`config.mk`:
```
export PLATFORM = sky130hd
export DESIGN_NAME = ddr_cmd_sequencer
export DESIGN_NICKNAME = d
export VERILOG_FILES = /design/src/rtl/ddr_cmd_sequencer.sv
export SDC_FILE = /design/constraint.sdc
export NUM_CORES = 1
export LEC_CHECK = 0
export CAP_MARGIN = 25
export CORE_AREA = 2 2 157 159
export CTS_CLUSTER_SIZE = 12
export DETAILED_ROUTE_END_ITERATION = 10
export DIE_AREA = 0 0 159 161
export PLACE_DENSITY = 0.76
export SLEW_MARGIN = 30
export SYNTH_ARGS = -nofsm -noshare
export SYNTH_HDL_FRONTEND = slang
export SYNTH_SLANG_ARGS = --single-unit
```
`constraint.sdc`:
```
create_clock -name CK_t -period 3 [get_ports CK_t]
set_input_delay 0.45 -clock CK_t [delete_from_list [all_inputs] [get_ports CK_t]]
set_output_delay 0.45 -clock CK_t [all_outputs]
set_load 0.005 [all_outputs]
```
`src/rtl/ddr_cmd_sequencer.sv`:
```
// ddr_cmd_sequencer: DDR4 command/address pin driver issuing PRE/ACT/CAS for one RD/WR request at a time
// Optional feature: define AUTO_PRECHARGE_EN for RDA/WRA (closed-page) operation; default is open-page.
// Ports:
//   CK_t, reset_n                  clock (posedge), asynchronous active-low reset
//   req_valid/req_ready            request handshake (accept = valid && ready)
//   req_wr, req_bl8                1=write/0=read, 1=BL8/0=BC4
//   req_bg, req_ba, req_row, req_col   target bank group, bank, row, column
//   cs_n, act_n, RAS_n_A16, CAS_n_A15, WE_n_A14   command pins
//   bg_addr, ba_addr, A13, A12_BC_n, A11, A10_AP, A9_A0   address pins (hold when deselected)
//   no_act_rdy                     pulse: accepted request hit the open row
//   rd_rdy                         pulse: RD command is on the pins this cycle
module ddr_cmd_sequencer #(
    parameter int TRP  = 4,
    parameter int TRCD = 4,
    parameter int TCCD = 4
) (
    input  logic        CK_t,
    input  logic        reset_n,
    input  logic        req_valid,
    output logic        req_ready,
    input  logic        req_wr,
    input  logic        req_bl8,
    input  logic [1:0]  req_bg,
    input  logic [1:0]  req_ba,
    input  logic [13:0] req_row,
    input  logic [9:0]  req_col,
    output logic        cs_n,
    output logic        act_n,
    output logic        RAS_n_A16,
    output logic        CAS_n_A15,
    output logic        WE_n_A14,
    output logic [1:0]  bg_addr,
    output logic [1:0]  ba_addr,
    output logic        A13,
    output logic        A12_BC_n,
    output logic        A11,
    output logic        A10_AP,
    output logic [9:0]  A9_A0,
    output logic        no_act_rdy,
    output logic        rd_rdy
);
    localparam int TMAX = (TRP > TRCD) ? ((TRP > TCCD) ? TRP : TCCD) : ((TRCD > TCCD) ? TRCD : TCCD);
    localparam int CW = $clog2(TMAX + 1);
    localparam logic [CW-1:0] L_RP  = CW'(TRP - 1);
    localparam logic [CW-1:0] L_RCD = CW'(TRCD - 1);
    localparam logic [CW-1:0] L_CCD = CW'(TCCD - 1);
    localparam logic [2:0] S_IDLE = 3'd0;
    localparam logic [2:0] S_PRE  = 3'd1;
    localparam logic [2:0] S_WRP  = 3'd2;
    localparam logic [2:0] S_ACT  = 3'd3;
    localparam logic [2:0] S_WRCD = 3'd4;
    localparam logic [2:0] S_CAS  = 3'd5;
    localparam logic [2:0] S_WCCD = 3'd6;

    logic [2:0]    r_state;
    logic [CW-1:0] r_cnt;
    logic [15:0]   r_open;
    logic [13:0]   r_rows [16];
    logic          r_wr;
    logic          r_bl8;
    logic [3:0]    r_bank;
    logic [13:0]   r_row;
    logic [9:0]    r_col;

    logic [3:0] w_idx;
    logic       w_accept;
    logic       w_hit;
    assign w_idx    = {req_bg, req_ba};
    assign w_accept = req_valid && req_ready;
    assign w_hit    = r_open[w_idx] && (r_rows[w_idx] == req_row);

    always_ff @(posedge CK_t or negedge reset_n) begin
        if (!reset_n) begin
            r_state    <= S_IDLE;
            r_cnt      <= '0;
            r_open     <= '0;
            for (int i = 0; i < 16; i++) r_rows[i] <= '0;
            r_wr       <= 1'b0;
            r_bl8      <= 1'b0;
            r_bank     <= '0;
            r_row      <= '0;
            r_col      <= '0;
            req_ready  <= 1'b0;
            cs_n       <= 1'b1;
            act_n      <= 1'b1;
            RAS_n_A16  <= 1'b1;
            CAS_n_A15  <= 1'b1;
            WE_n_A14   <= 1'b1;
            bg_addr    <= '0;
            ba_addr    <= '0;
            A13        <= 1'b0;
            A12_BC_n   <= 1'b0;
            A11        <= 1'b0;
            A10_AP     <= 1'b0;
            A9_A0      <= '0;
            no_act_rdy <= 1'b0;
            rd_rdy     <= 1'b0;
        end else begin
            // deselect by default; address pins keep their last value
            cs_n       <= 1'b1;
            act_n      <= 1'b1;
            RAS_n_A16  <= 1'b1;
            CAS_n_A15  <= 1'b1;
            WE_n_A14   <= 1'b1;
            no_act_rdy <= 1'b0;
            rd_rdy     <= 1'b0;
            case (r_state)
                S_IDLE: begin
                    req_ready <= !w_accept;
                    if (w_accept) begin
                        r_wr       <= req_wr;
                        r_bl8      <= req_bl8;
                        r_bank     <= w_idx;
                        r_row      <= req_row;
                        r_col      <= req_col;
                        no_act_rdy <= w_hit;
                        r_state    <= w_hit ? S_CAS : (r_open[w_idx] ? S_PRE : S_ACT);
                    end
                end
                S_PRE: begin
                    cs_n           <= 1'b0;
                    RAS_n_A16      <= 1'b0;
                    WE_n_A14       <= 1'b0;
                    {bg_addr, ba_addr} <= r_bank;
                    A10_AP         <= 1'b0;
                    r_open[r_bank] <= 1'b0;
                    r_cnt          <= L_RP;
                    r_state        <= (TRP > 1) ? S_WRP : S_ACT;
                end
                S_WRP: begin
                    r_cnt <= r_cnt - CW'(1);
                    if (r_cnt == CW'(1)) r_state <= S_ACT;
                end
                S_ACT: begin
                    cs_n           <= 1'b0;
                    act_n          <= 1'b0;
                    RAS_n_A16      <= 1'b0;
                    CAS_n_A15      <= 1'b0;
                    WE_n_A14       <= 1'b0;
                    {bg_addr, ba_addr} <= r_bank;
                    {A13, A12_BC_n, A11, A10_AP, A9_A0} <= r_row;
                    r_open[r_bank] <= 1'b1;
                    r_rows[r_bank] <= r_row;
                    r_cnt          <= L_RCD;
                    r_state        <= (TRCD > 1) ? S_WRCD : S_CAS;
                end
                S_WRCD: begin
                    r_cnt <= r_cnt - CW'(1);
                    if (r_cnt == CW'(1)) r_state <= S_CAS;
                end
                S_CAS: begin
                    cs_n      <= 1'b0;
                    CAS_n_A15 <= 1'b0;
                    WE_n_A14  <= !r_wr;
                    rd_rdy    <= !r_wr;
                    {bg_addr, ba_addr} <= r_bank;
                    A13       <= 1'b0;
                    A12_BC_n  <= r_bl8;
                    A11       <= 1'b0;
                    A9_A0     <= r_col;
`ifdef AUTO_PRECHARGE_EN
                    A10_AP         <= 1'b1;
                    r_open[r_bank] <= 1'b0;
`else
                    A10_AP    <= 1'b0;
`endif
                    r_cnt     <= L_CCD;
                    req_ready <= (TCCD == 1);
                    r_state   <= (TCCD > 1) ? S_WCCD : S_IDLE;
                end
                S_WCCD: begin
                    r_cnt <= r_cnt - CW'(1);
                    if (r_cnt == CW'(1)) begin
                        r_state   <= S_IDLE;
                        req_ready <= 1'b1;
                    end
                end
                default: r_state <= S_IDLE;
            endcase
        end
    end
endmodule

```
==> out/results.md, run 1 <==
### Drt
• Post-Route WL: 35800 µm
• count of unresolved DRC violations after routing: 0
• number of iterations in the first detailed-routing pass: 5
• per-cell via count in the routed design: 6.26
• initial detailed-routing violation count: 697
• number of nets with antenna violations after routing: 0
• Vias: 9277
• detail-routed net length per standard cell: 24.1 µm

### GRT
• wire length of the first global-routing pass: 56000 µm
• met3 track demand over resource in global routing: 6.21%
• met1 Track Usage GR: 38.9%
• GRT Util Overall: 28.6%
• pin count of the biggest net entering global routing: 72
• GRT overflow: 0
• Most Used Layer, Global Route: met2
• number of global-route vias before repair: 9591
• met2 track demand over resource in global routing: 46.2%
• number of antenna violations at the first check in global routing: 0

### Floorplan
• placement row count: 57
• area of the core: 24000 µm²
• area of the die: 25600 µm²
• die width: 159 µm
• I/O pin cnt: 59
• height of the die: 161 µm
• Initial Util: 58.8%

### Placed design
• GP Congestion: 0.919
• buffers added on ports: 58
• Post-Place Cells: 1425
• DP Wirelength: 24200 µm
• placement-stage worst setup slack: -0.100 ns

### Hold path
• startpoint of the tightest hold check path: r_wr
• Hold Crit Endpoint: rd_rdy
• class of the worst hold path: flip-flop to flip-flop
• Hold Path Stages: 1

### Worst setup path
• CP max stage cell: mux4_1
• Crit. End Element: flip-flop
• worst flop-to-flop path startpoint: r_rows[87]
• longest individual stage delay on the worst path: 0.53 ns
• worst reg2reg path depth: 8
• cells along the critical path: mux4_1 > nor2b_1 > a211oi_1 > nor2_1 > a21oi_1 > o211ai_1 > or4_1 > a21oi_1
• highest fanout seen on the critical path: 2
• flop2flop setup slack: 0.33 ns
• logic depth of the worst path, buffers included: 8
• type of element launching the critical path: flip-flop
• buffers and inverters on the worst path: 0
• Crit path top cell by count: a21oi_1
• Arrival @ worst endpoint: 3.10 ns
• R2R Path End: r_state[2]
• Worst Path Required: 3.43 ns
• Critical Setup Path Class: flip-flop to flip-flop
• category of cells accounting for the largest share of critical-path delay: compound AO/OA/AOI/OAI gates

### Layout
• ant diodes: 0
• layout cells sized above 1: 36.6%
• number of standard cells in the layout, taps in and fillers out: 1483
• area used by multi-input combinational logic: 6070 µm²
• layout-stage area growth over the synthesis result: 17.0%
• count of nets after finishing: 1173
• filler cell count in the final layout: 1718
• share of the core filled with cells: 68.8%
• Register Area: 7560 µm²

### Timing
• maximum clock rate: 374 MHz
• period utilisation layout: 89.1%
• clock skew: 0.0269 ns
• slew of the pin with the lowest slew margin: 0.797 ns
• setup repair after global routing missed its margin: false
• final setup vio count: 0
• count of pins over their slew limit: 0
• final-report hold violation count: 0
• worst rel slew slack: 46.9%
• setup slack after layout: 0.328 ns
• aggregate negative setup slack: 0 ns
• final period demand of the worst path: 2.67 ns

### Pwr
• power per cell area: 852 nW/µm²
• largest voltage drop on the vdd net: 0.458 mV
• Leakage: 7.87 nW

### Flow run
• max_cap viols: 0

### Clock network
• TritonCTS clock tree: built
• number of buffers on the longest clock path: 3
• total CTS buffers: 34
• number of setup buffers added after CTS: 0
• clock insertion delay at the later pin of the skew report: 0.52 ns
• Clock H-tree levels: 2
• clock-pin slew of the registers on the worst-case setup and hold paths: 0.06 ns
• clock root buffer: clkbuf_16
• Clock Sinks: 302

### Yosys
• number of unique standard cell types used by synthesis: 59
• number of synthesized register bits: 302
• Syn Area/Cell: 13.5 µm²
• most used flip-flop cell after synthesis: dfrtp_1
• number of enable flip-flop cells after synthesis: 0
• share of synthesized registers carrying an async set or reset: 100%
• sequential cell area fraction in the yosys report: 53.7%
• post-synth net total: 1075
• Synth Cell Area: 14100 µm²
• number of instances in the synthesized netlist: 1040
• count of warnings emitted by yosys: 0

### Outcome
• result of the run: complete, no violations

flip-flops by register name, indices dropped and copies added, names as in the netlist, 2 cells and up, named ones only:
name,flops
r_rows,224
r_row,14
A9_A0,10
r_col,10
r_bank,4
r_cnt,3
r_state,3
ba_addr,2
bg_addr,2
layout make-up:
class                      count  area share [%]
multi-input combinational    646            36.8
timing repair buffer         143            8.12
sequential                   302            45.9
tap                          324            2.46
clock inverter                 6           0.493
inverter                      11           0.250
clock buffer                  51            5.98
kinds of logic (layout without fill, tap and decap cells):
kind of cell / count (synthesis) / after routing / synth area share [%]
adder cells (fa/ha/maj): 2 / 2 / 0.178
XOR/XNOR: 18 / 18 / 1.12
AND/OR/NAND/NOR: 155 / 155 / 5.34
buffers and inverters: 92 / 211 / 3.21
multiplexers: 331 / 331 / 29.6
flip-flops: 302 / 302 / 53.7
AO/OA/AOI/OAI: 140 / 140 / 6.90
power breakdown:
part	total, mW	internal (mW)	switching (mW)
registers	6.56	5.33	1.23
logic	3.49	2.01	1.49
clock network	3.99	2.36	1.63
total	14.0	9.70	4.35
worst max path at each step:
stage	from	endpoint	slack (ns)
floorplan	req_bg[0]	r_state[2]	0.39
global placement	req_ba[0]	r_state[2]	-0.08
detailed placement	req_bg[0]	r_state[2]	-0.10
CTS	r_rows[86]	r_state[2]	0.35
global route	r_rows[219]	r_state[2]	0.19
finish	r_rows[87]	r_state[2]	0.33
worst register-to-register path, cell delays in order (launching register included):
cell and delay [ns]:
dfrtp_1 0.38, mux4_1 0.53, nor2b_1 0.15, a211oi_1 0.39, nor2_1 0.11, a21oi_1 0.26
o211ai_1 0.15, or4_1 0.49, a21oi_1 0.14
timing repair:
action / CTS / global route
resized for setup: 0 / 0
hold endpoints to repair: 62 / 0
hold buffers: 1 / 0
cell usage in the layout, fill, tap and decap left out, types with 6 or more instances in the layout:
master,n
a22oi_1,8
clkbuf_16,35
clkbuf_1,11
nand3_1,10
o22a_1,13
mux2_2,245
nand2b_1,8
a221oi_1,6
dfrtp_1,297
a32o_1,6
o21ai_0,20
a21oi_1,24
mux4_1,8
nor2b_1,11
o22ai_1,29
buf_4,75
inv_1,9
nor3_1,7
nor2_1,28
xor2_1,6
xnor2_1,12
mux2i_1,45
buf_12,10
a22o_1,8
nand2_1,65
clkdlybuf4s50_1,54
mux4_2,33
through the flow:
| step | cell area, µm² | hold WS (ns) | power (mW) |
|---|---|---|---|
| final | 16500 | 0.451 | 14.0 |
| after global placement | 15400 | 0.425 | 9.87 |
| after CTS | 16500 | 0.457 | 14.1 |
| after global routing | 16500 | 0.483 | 14.7 |
| after floorplan | 14100 | 0.154 | 8.66 |
| after detailed placement | 15400 | 0.451 | 10.1 |
metal layers:
metal	wire length, µm	share of wire (%)
met3	2540	7.1
met2	17200	48
met1	14900	42
met4	1240	3.5
met5	0	0
cells in the mapped netlist (all sizes together), types with 3 or more instances:
cell type	instances	share of area [%]
buf	40	1.8
dfstp	5	0.93
dfrtp	297	53
a22oi	8	0.43
nor3	8	0.32
a211oi	5	0.27
and2	3	0.15
a21oi	24	0.85
o22ai	29	1.3
xor2	6	0.37
a32o	6	0.43
and2b	3	0.16
mux2	245	20
or3	4	0.18
nor2b	11	0.49
inv	9	0.24
and3	3	0.13
nor4	6	0.40
a2111oi	3	0.19
mux4	41	6.8
a221oi	6	0.37
clkbuf	41	1.1
nand3	10	0.36
o21ai	21	0.75
nand2b	8	0.36
o22a	13	0.81
a22o	8	0.50
nor2	28	0.75
nand2	65	1.7
xnor2	12	0.75
mux2i	45	3.2
No activity file was read; power rests on OpenSTA's default activity.
==> run 2: changes to the inputs <==
- PLACE_DENSITY: 0.76 -> default
- PLACE_DENSITY_LB_ADDON: default -> 0.2
==> run 2 against run 1 <==
Clock skew decreased by 0.0095 ns. Critical path depth increased by 1. Maximum frequency increased by 0.22%. Wire length increased by 0.74%. Total power increased by 1.5%.
==> out/results.md, run 2 (same netlist as run 1, synthesis figures left out) <==
### Timing
• period utilisation layout: 88.9%, was 89.1%
• final period demand of the worst path: 2.67 ns, about the same
• final setup vio count: 0, unchanged
• maximum clock rate: 375 MHz, was 374 MHz
• worst rel slew slack: 35.1%, was 46.9%
• slew of the pin with the lowest slew margin: 0.974 ns, was 0.797 ns
• clock skew: 0.0174 ns, was 0.0269 ns
• final-report hold violation count: 0, unchanged
• setup slack after layout: 0.334 ns, was 0.328 ns
• count of pins over their slew limit: 0, unchanged
• setup repair after global routing missed its margin: false, unchanged

### Clock network
• clock root buffer: clkbuf_16, unchanged
• number of buffers on the longest clock path: 3, unchanged
• number of setup buffers added after CTS: 0, unchanged
• Clock Sinks: 302, unchanged
• clock insertion delay at the later pin of the skew report: 0.52 ns, about the same
• TritonCTS clock tree: built, unchanged
• number of instances resized during post-cts repair: 0, unchanged
• clock-pin slew of the registers on the worst-case setup and hold paths: 0.06 ns, about the same
• total CTS buffers: 34, unchanged
• Clock H-tree levels: 2, unchanged
• Post-CTS Hold Buffers: 1, unchanged

### Worst setup path
• Arrival @ worst endpoint: 3.05 ns, was 3.10 ns
• Worst Path Required: 3.38 ns, was 3.43 ns
• Critical Setup Path Class: flip-flop to flip-flop, unchanged
• highest fanout seen on the critical path: 15, was 2
• type of element launching the critical path: flip-flop, unchanged
• Crit. End Element: flip-flop, unchanged

### GRT
• wire length of the first global-routing pass: 56500 µm, was 56000 µm
• GRT Util Overall: 28.9%, was 28.6%
• pin count of the biggest net entering global routing: 86, was 72
• number of global-route vias before repair: 9484, was 9591
• number of antenna violations at the first check in global routing: 0, unchanged
• GRT overflow: 0, unchanged

### Floorplan
• die width: 159 µm, unchanged
• placement row count: 57, unchanged
• Initial Util: 58.8%, unchanged
• area of the core: 24000 µm², unchanged
• height of the die: 161 µm, unchanged
• I/O pin cnt: 59, unchanged
• area of the die: 25600 µm², unchanged

### Placed design
• placed inst area: 15300 µm², was 15400 µm²
• DP Wirelength: 23800 µm, was 24200 µm
• buffers added on ports: 58, unchanged
• placement-stage worst setup slack: -0.145 ns, was -0.100 ns
• GP Congestion: 0.960, was 0.919

### Pwr
• power per cell area: 868 nW/µm², was 852 nW/µm²
• largest voltage drop on the vdd net: 0.479 mV, was 0.458 mV
• Leakage: 7.84 nW, was 7.87 nW

### Layout
• final std cell area, no fill: 16400 µm², was 16500 µm²
• area used by multi-input combinational logic: 6070 µm², about the same
• count of nets after finishing: 1164, was 1173
• registers with the highest flip-flop counts: r_rows: 224 flops, r_row: 14 flops, unchanged
• ant diodes: 0, unchanged
• layout-stage area growth over the synthesis result: 16.7%, was 17.0%
• filler cell count in the final layout: 1708, was 1718
• leading cell type in the layout, fill and taps excluded: dfrtp_1, unchanged
• max FFs per register: 224, unchanged
• register bank with the most flops: r_rows, unchanged
• highest-count cells in the layout ignoring fill and taps: 297 x dfrtp_1, 245 x mux2_2, 71 x buf_4, was 297 x dfrtp_1, 245 x mux2_2, 75 x buf_4
• layout cells sized above 1: 36.2%, was 36.6%
• Register Area: 7560 µm², unchanged

### Outcome
• result of the run: complete, no violations, unchanged

### Hold path
• class of the worst hold path: flip-flop to flip-flop, unchanged

### Drt
• number of nets with antenna violations after routing: 0, unchanged
• per-cell via count in the routed design: 6.24, was 6.26
• initial detailed-routing violation count: 746, was 697
• count of unresolved DRC violations after routing: 0, unchanged
• Vias: 9223, was 9277
• number of iterations in the first detailed-routing pass: 5, unchanged
• Post-Route WL: 36100 µm, was 35800 µm
• detail-routed net length per standard cell: 24.4 µm, was 24.1 µm

### Flow run
• max_cap viols: 0, unchanged

## run 2: changes by cell type in the layout (fill, tap and decap cells not counted), sizes merged
cell / previous run / this run
buf: 88 / 79
bufinv: 1 / 4
clkbuf: 51 / 52
clkinv: 7 / 6
## run 2: layout make-up
type | instances | area share [%]
well taps | 324 | 2.47
multi-input cells | 646 | 36.9
repair buffers | 134 | 7.36
inverters | 11 | 0.251
clock buffers | 52 | 6.10
clock inverters | 8 | 0.853
flip-flops and latches | 302 | 46.0
## run 2: through the flow
step                cells  total power [mW]  hold slack [ns]  setup TNS (ns)  util [%]
floorplan            1040              8.66            0.154               0         -
global placement     1416              9.87            0.432         -0.0823      63.8
detailed placement   1416              10.0            0.445          -0.145      63.8
CTS                  1477              14.3            0.452               0      68.6
global route         1477              15.0            0.484               0      68.6
finish               1477              14.3            0.450               0      68.6
## run 2: critical path, cell delays in order (launching register included)
cell and delay [ns]:
dfrtp_1 0.35, inv_1 0.13, nor2_1 0.30, clkinv_1 0.13, nor2_1 0.22, buf_4 0.21
nand3_1 0.24, nor3_2 0.17, buf_4 0.38, mux2_2 0.39
## run 2: path summary, 6_finish.rpt
| path | startpoint | to | slack (ns) | cells past startpoint |
|---|---|---|---|---|
| min in group asynchronous | reset_n | r_rows[112] | 0.55 | 2 |
| max in group asynchronous | reset_n | r_rows[186] | 1.55 | 3 |
| min | r_wr | rd_rdy | 0.45 | 1 |
| min reg2reg | r_wr | rd_rdy | 0.45 | 1 |
| max reg2reg | r_state[0] | r_rows[51] | 0.33 | 9 |
| max | r_state[0] | r_rows[51] | 0.33 | 9 |
## run 2: metal layers
metal  global-route usage, %  routed length (µm)  part of all wire, %
met1                    39.9               15200                   42
met2                    47.1               17400                   48
met3                    4.73                2290                  6.4
met4                    10.6                1110                  3.1
met5                       0                   0                    0
## run 2: power by group
| group | internal, mW | leakage, nW | switching [mW] |
|---|---|---|---|
| Clock | 2.65 | 0.558 | 1.60 |
| Sequential | 5.33 | 4.07 | 1.22 |
| Combinational | 1.97 | 3.21 | 1.49 |
| Total | 9.94 | 7.84 | 4.31 |
